**src/rtl/imem_dmem_arbiter.sv**
```systemverilog
// Single-port memory arbiter between instruction fetch (IF) and load/store (MEM) requesters.
// Optional ARB_PERF_CNT_EN adds per-requester stall-cycle counters.
module imem_dmem_arbiter #(
    parameter int unsigned ADDR_W        = 32,
    parameter int unsigned DATA_W        = 32,
    parameter int unsigned MAX_DM_STREAK = 4,
    parameter int unsigned TIMEOUT       = 16
`ifdef ARB_PERF_CNT_EN
    ,
    parameter int unsigned CNT_W         = 32
`endif
) (
    input  logic              clk,
    input  logic              rst,
    input  logic              if_req,
    input  logic [ADDR_W-1:0] if_addr,
    output logic              if_rvalid,
    output logic [DATA_W-1:0] if_rdata,
    output logic              if_stall,
    input  logic              dm_req,
    input  logic              dm_we,
    input  logic [ADDR_W-1:0] dm_addr,
    input  logic [DATA_W-1:0] dm_wdata,
    output logic              dm_done,
    output logic [DATA_W-1:0] dm_rdata,
    output logic              dm_stall,
    output logic              mem_req,
    output logic              mem_we,
    output logic [ADDR_W-1:0] mem_addr,
    output logic [DATA_W-1:0] mem_wdata,
    input  logic              mem_ack,
    input  logic [DATA_W-1:0] mem_rdata,
    output logic              err_timeout
`ifdef ARB_PERF_CNT_EN
    ,
    output logic [CNT_W-1:0]  if_wait_cnt,
    output logic [CNT_W-1:0]  dm_wait_cnt
`endif
);

    localparam int unsigned WAIT_W   = (TIMEOUT > 1) ? $clog2(TIMEOUT) : 1;
    localparam int unsigned STREAK_W = $clog2(MAX_DM_STREAK + 1);

    typedef enum logic [1:0] {
        IDLE    = 2'd0,
        BUSY_IF = 2'd1,
        BUSY_DM = 2'd2
    } state_t;

    state_t              state;
    state_t              state_next;
    logic [WAIT_W-1:0]   wait_cnt;
    logic [STREAK_W-1:0] dm_streak;
    logic                grant_if;
    logic                grant_dm;
    logic                finish;
    logic                timeout_hit;

    // Arbitration, completion detection and combinational handshakes.
    always_comb begin
        state_next  = state;
        grant_if    = 1'b0;
        grant_dm    = 1'b0;
        finish      = 1'b0;
        timeout_hit = 1'b0;
        if_rvalid   = 1'b0;
        dm_done     = 1'b0;
        if_rdata    = '0;
        dm_rdata    = '0;
        case (state)
            IDLE: begin
                if (dm_req && (!if_req || (dm_streak < STREAK_W'(MAX_DM_STREAK)))) begin
                    grant_dm   = 1'b1;
                    state_next = BUSY_DM;
                end else if (if_req) begin
                    grant_if   = 1'b1;
                    state_next = BUSY_IF;
                end
            end
            BUSY_IF, BUSY_DM: begin
                // An ack on the last wait cycle wins over the timeout.
                timeout_hit = !mem_ack && (wait_cnt == WAIT_W'(TIMEOUT - 1));
                finish      = mem_ack || timeout_hit;
                if (finish) begin
                    state_next = IDLE;
                end
                if (state == BUSY_IF) begin
                    if_rvalid = finish;
                    if_rdata  = mem_ack ? mem_rdata : '0;
                end else begin
                    dm_done  = finish;
                    dm_rdata = mem_ack ? mem_rdata : '0;
                end
            end
            default: state_next = IDLE;
        endcase
    end

    assign if_stall = if_req & ~if_rvalid;
    assign dm_stall = dm_req & ~dm_done;

    // State, memory port, wait counter, streak and error registers.
    always_ff @(posedge clk) begin
        if (rst) begin
            state       <= IDLE;
            mem_req     <= 1'b0;
            mem_we      <= 1'b0;
            mem_addr    <= '0;
            mem_wdata   <= '0;
            wait_cnt    <= '0;
            dm_streak   <= '0;
            err_timeout <= 1'b0;
        end else begin
            state <= state_next;

            if (grant_dm) begin
                mem_req   <= 1'b1;
                mem_we    <= dm_we;
                mem_addr  <= dm_addr;
                mem_wdata <= dm_wdata;
            end else if (grant_if) begin
                mem_req   <= 1'b1;
                mem_we    <= 1'b0;
                mem_addr  <= if_addr;
                mem_wdata <= '0;
            end else if (finish) begin
                mem_req <= 1'b0;
            end

            if (finish) begin
                wait_cnt <= '0;
            end else if (state != IDLE) begin
                wait_cnt <= wait_cnt + WAIT_W'(1);
            end

            // Streak only grows while IF is actually being held off.
            if (grant_if) begin
                dm_streak <= '0;
            end else if (grant_dm) begin
                if (!if_req) begin
                    dm_streak <= '0;
                end else if (dm_streak != STREAK_W'(MAX_DM_STREAK)) begin
                    dm_streak <= dm_streak + STREAK_W'(1);
                end
            end

            if (timeout_hit) begin
                err_timeout <= 1'b1;
            end
        end
    end

`ifdef ARB_PERF_CNT_EN
    // Saturating stall-cycle counters.
    always_ff @(posedge clk) begin
        if (rst) begin
            if_wait_cnt <= '0;
            dm_wait_cnt <= '0;
        end else begin
            if (if_stall && !(&if_wait_cnt)) begin
                if_wait_cnt <= if_wait_cnt + CNT_W'(1);
            end
            if (dm_stall && !(&dm_wait_cnt)) begin
                dm_wait_cnt <= dm_wait_cnt + CNT_W'(1);
            end
        end
    end
`endif

endmodule

```
**config.mk**
```make
export PLATFORM = sky130hd
export DESIGN_NAME = imem_dmem_arbiter
export DESIGN_NICKNAME = d
export VERILOG_FILES = /design/src/rtl/imem_dmem_arbiter.sv
export SDC_FILE = /design/constraint.sdc
export NUM_CORES = 1
export LEC_CHECK = 0
export CORE_UTILIZATION = 32
export CTS_BUF_LIST = sky130_fd_sc_hd__clkbuf_4
export CTS_CLUSTER_SIZE = 10
export DETAILED_ROUTE_END_ITERATION = 8
export GPL_TIMING_DRIVEN = 0
export PLACE_DENSITY = 0.74
export SYNTH_ARGS = -nofsm -noshare
export SYNTH_HDL_FRONTEND = slang
export SYNTH_SLANG_ARGS = --single-unit
```
**constraint.sdc**
```tcl
create_clock -name clk -period 1.6 [get_ports clk]
set_input_delay 0.32 -clock clk [delete_from_list [all_inputs] [get_ports clk]]
set_output_delay 0.32 -clock clk [all_outputs]
set_load 0.005 [all_outputs]
```
==> results by group <==
Synth
  • Yosys reg bits: 76
  • Post-Synthesis Net Count: between 600 and 700
  • Warnings from Yosys: 0
  • Cells after synthesis: 478
  • Syn Area/Cell: between 7 and 8 µm²
  • Area leader, netlist: dfxtp_1
  • Yosys top cell area share: 0.407
  • Distinct cell type count after synthesis: 40
  • Synth Cell Area: 3740 µm²
  • Post-synth top flop: dfxtp_1
  • Async S/R FF share, synth: 0
  • Post-synth EDFFs: 0
  • Sequential fraction of the synthesis area: 0.407
  • Top post-synthesis cells by area: dfxtp_1 (41%), nor2_1 (14%), a32oi_1 (7.7%)

CTS
  • CTS hold repair buffers: 0
  • TritonCTS Buffers: 9
  • CTS tree: yes
  • CTS Buffer Depth: 2
  • H-tree levels: 3
  • CTS root buf: clkbuf_4
  • CTS Sinks: 76
  • Clock transition at path regs: 0.13 ns
  • Skew-Pair Late Insertion Delay: 0.41 ns

Final layout
  • Multi-input logic area: around 2300 µm²
  • N_diodes: 0
  • Fill cells: roughly 1000
  • Layout cells sized above 1: 0.364
  • Final #Nets: approximately 920
  • Reg area: between 1500 and 2000 µm²
  • Core Util, Final: 0.641
  • Area delta synth->final: 96.0%

Setup path
  • Reg-to-Reg Start: state[0]
  • Crit Path Max Fanout: 8
  • Worst setup startpoint: state[1]
  • Crit start category: flop
  • Worst endpoint required time: between 1 and 1.5 ns
  • Crit Path Category: reg2out
  • CP Capture Type: output port
  • Arr. time, crit path: 1.72 ns

Global route
  • Vias in the first global route: 4517
  • Total congestion overflow: 0
  • Global-route wire length before repair: 22800 µm
  • GRT Total Usage: 0.244
  • Antenna violations before repair: 0
  • Largest net degree at the start of global routing: 14

Power
  • Leakage power: 3.21 nW
  • Tot Pwr: 5.60 mW
  • Clock power share: 0.241
  • P_sw: about 1.7 mW
  • Int Pwr: around 3.9 mW
  • Max VDD drop: 435 µV
  • Combinational share of power: 0.365
  • Cell area power density: 765 nW/µm²
  • Net Sw Frac: 0.312
  • Seq pwr share: 0.394

STA
  • Setup TNS: -24.18 ns
  • Worst-margin pin slew: 0.543 ns
  • Slew headroom: 0.638
  • Max Freq: around 0.5 GHz
  • Final Hold Fails: 0
  • Final WS setup: -0.444 ns
  • Fin. max-slew vios: 0
  • Clock skew: 0.0102 ns
  • Unrepaired setup endpoints after global routing: true
  • Fin crit share: 1.28
  • Setup-failing EPs final: 68
  • Crit path time final: about 2.0 ns

Floorplan
  • Core ar.: 11400 µm²
  • Initial Util: 0.327
  • I/O pins: 269
  • DIE HEIGHT: 110 µm
  • Die footprint: 12100 µm²
  • Std-Cell Rows: 39
  • Die W: 110 µm

Route
  • DR pass1 iterations: 5
  • Vias post-DR: about 4900
  • DRC violations left: 0
  • Vias per inst: 5.25
  • Routed length per instance: 17.4 µm
  • Iter 0 DRT Violations: 338
  • Antenna Nets Post-Route: 0
  • DRT Wirelength: 16100 µm

Worst hold path
  • Hold_sp: dm_addr[13]
  • Hold WC Path Type: in2reg

Run status
  • Outcome: complete, but fails checks
  • Violations in the final reports: setup timing

Placed design
  • Buffers on Ports: 267
  • DP HPWL: 11500 µm
  • Place WS: -0.759 ns
  • RePlAce Congestion: 0.843

Flow run
  • Maxcap violations: 0
cell families after synthesis:
logic type               share of synthesized area
adder cells (fa/ha/maj)                     0.0167
AND/OR/NAND/NOR                              0.248
flip-flops                                   0.407
XOR/XNOR                                   0.00703
AO/OA/AOI/OAI                                0.230
buffers and inverters                       0.0884
multiplexers                               0.00268
synthesized netlist by cell type (all sizes together) (5+ instances only):
library cell and number:
a21oi 5, clkbuf 20, dfxtp 76, ha 5
inv 5, nand2 36, nand3 33, a32oi 33
a311oi 32, buf 33, o21ai 36, nor2 136
power groups by stage:
stage	sequential, mW	combinational, mW	clock [mW]
2_1_floorplan	2.23	0.739	0
3_3_place_gp	2.21	1.70	0
3_5_place_dp	2.22	1.74	0
4_1_cts	2.21	1.82	1.39
5_1_grt	2.23	2.20	1.46
6_report	2.21	2.04	1.35
per-layer routing:
layer	up-vias	global-route usage	routed length [µm]
met4	0	0.0762	279
met5	-	0	0
met3	24	0.0547	1020
li1	2310	-	-
met1	2350	0.296	6550
met2	187	0.426	8250
metrics by stage:
step | hold WS (ns) | cell area [µm²] | instances
2_1_floorplan | 0.460 | 3740 | 478
3_3_place_gp | 0.460 | 6590 | 888
3_5_place_dp | 0.458 | 6590 | 888
4_1_cts | 0.447 | 7000 | 924
5_1_grt | 0.446 | 7320 | 927
6_report | 0.467 | 7320 | 927
worst paths after layout:
check | endpoint | cells after the start | slack (ns)
worst min-delay path | mem_addr[13] | 3 | 0.47
worst max register to register | mem_wdata[23] | 8 | 0.06
worst max-delay path | if_rdata[23] | 7 | -0.44
worst min register to register | err_timeout | 2 | 0.48
area by class of cell:
cell class              instances  area share
flip-flops and latches         76       0.218
repair buffers                292       0.361
multi-input cells             344       0.314
well taps                     143      0.0244
plain buffers                  51      0.0572
clock buffers                  10      0.0103
inverters                       5     0.00290
clock inverters                 6      0.0121
cells in the final DEF, fill, tap and decap left out, drive strengths merged, types with 8 or more instances in the layout:
cell type and n:
dlymetal6s2s 8, clkdlybuf4s15 10, buf 113, a32oi 33
dlygate4sd2 59, nor2 136, dfxtp 76, a311oi 32
o21ai 36, clkdlybuf4s50 132, nand3 33, clkbuf 31
nand2 36
sequential cells by signal, summed over array words and instances, names as in the netlist:
signal	flops
wait_cnt	4
mem_addr	32
state	2
mem_wdata	32
mem_req	1
mem_we	1
err_timeout	1
dm_streak	3
worst max-delay path, stage by stage, from the launching register on:
cell	delay, ns
dfxtp_2	0.36
inv_4	0.05
ha_4	0.30
nand2_4	0.10
clkbuf_8	0.18
buf_6	0.13
nor2_1	0.07
buf_2	0.12
timing repair:
item,CTS,global route
buffers inserted,19,2
gates cloned,3,2
resized for setup,419,129
pin swaps,32,19
endpoints found under the setup margin,197,128
No activity file was read; power rests on OpenSTA's default activity.
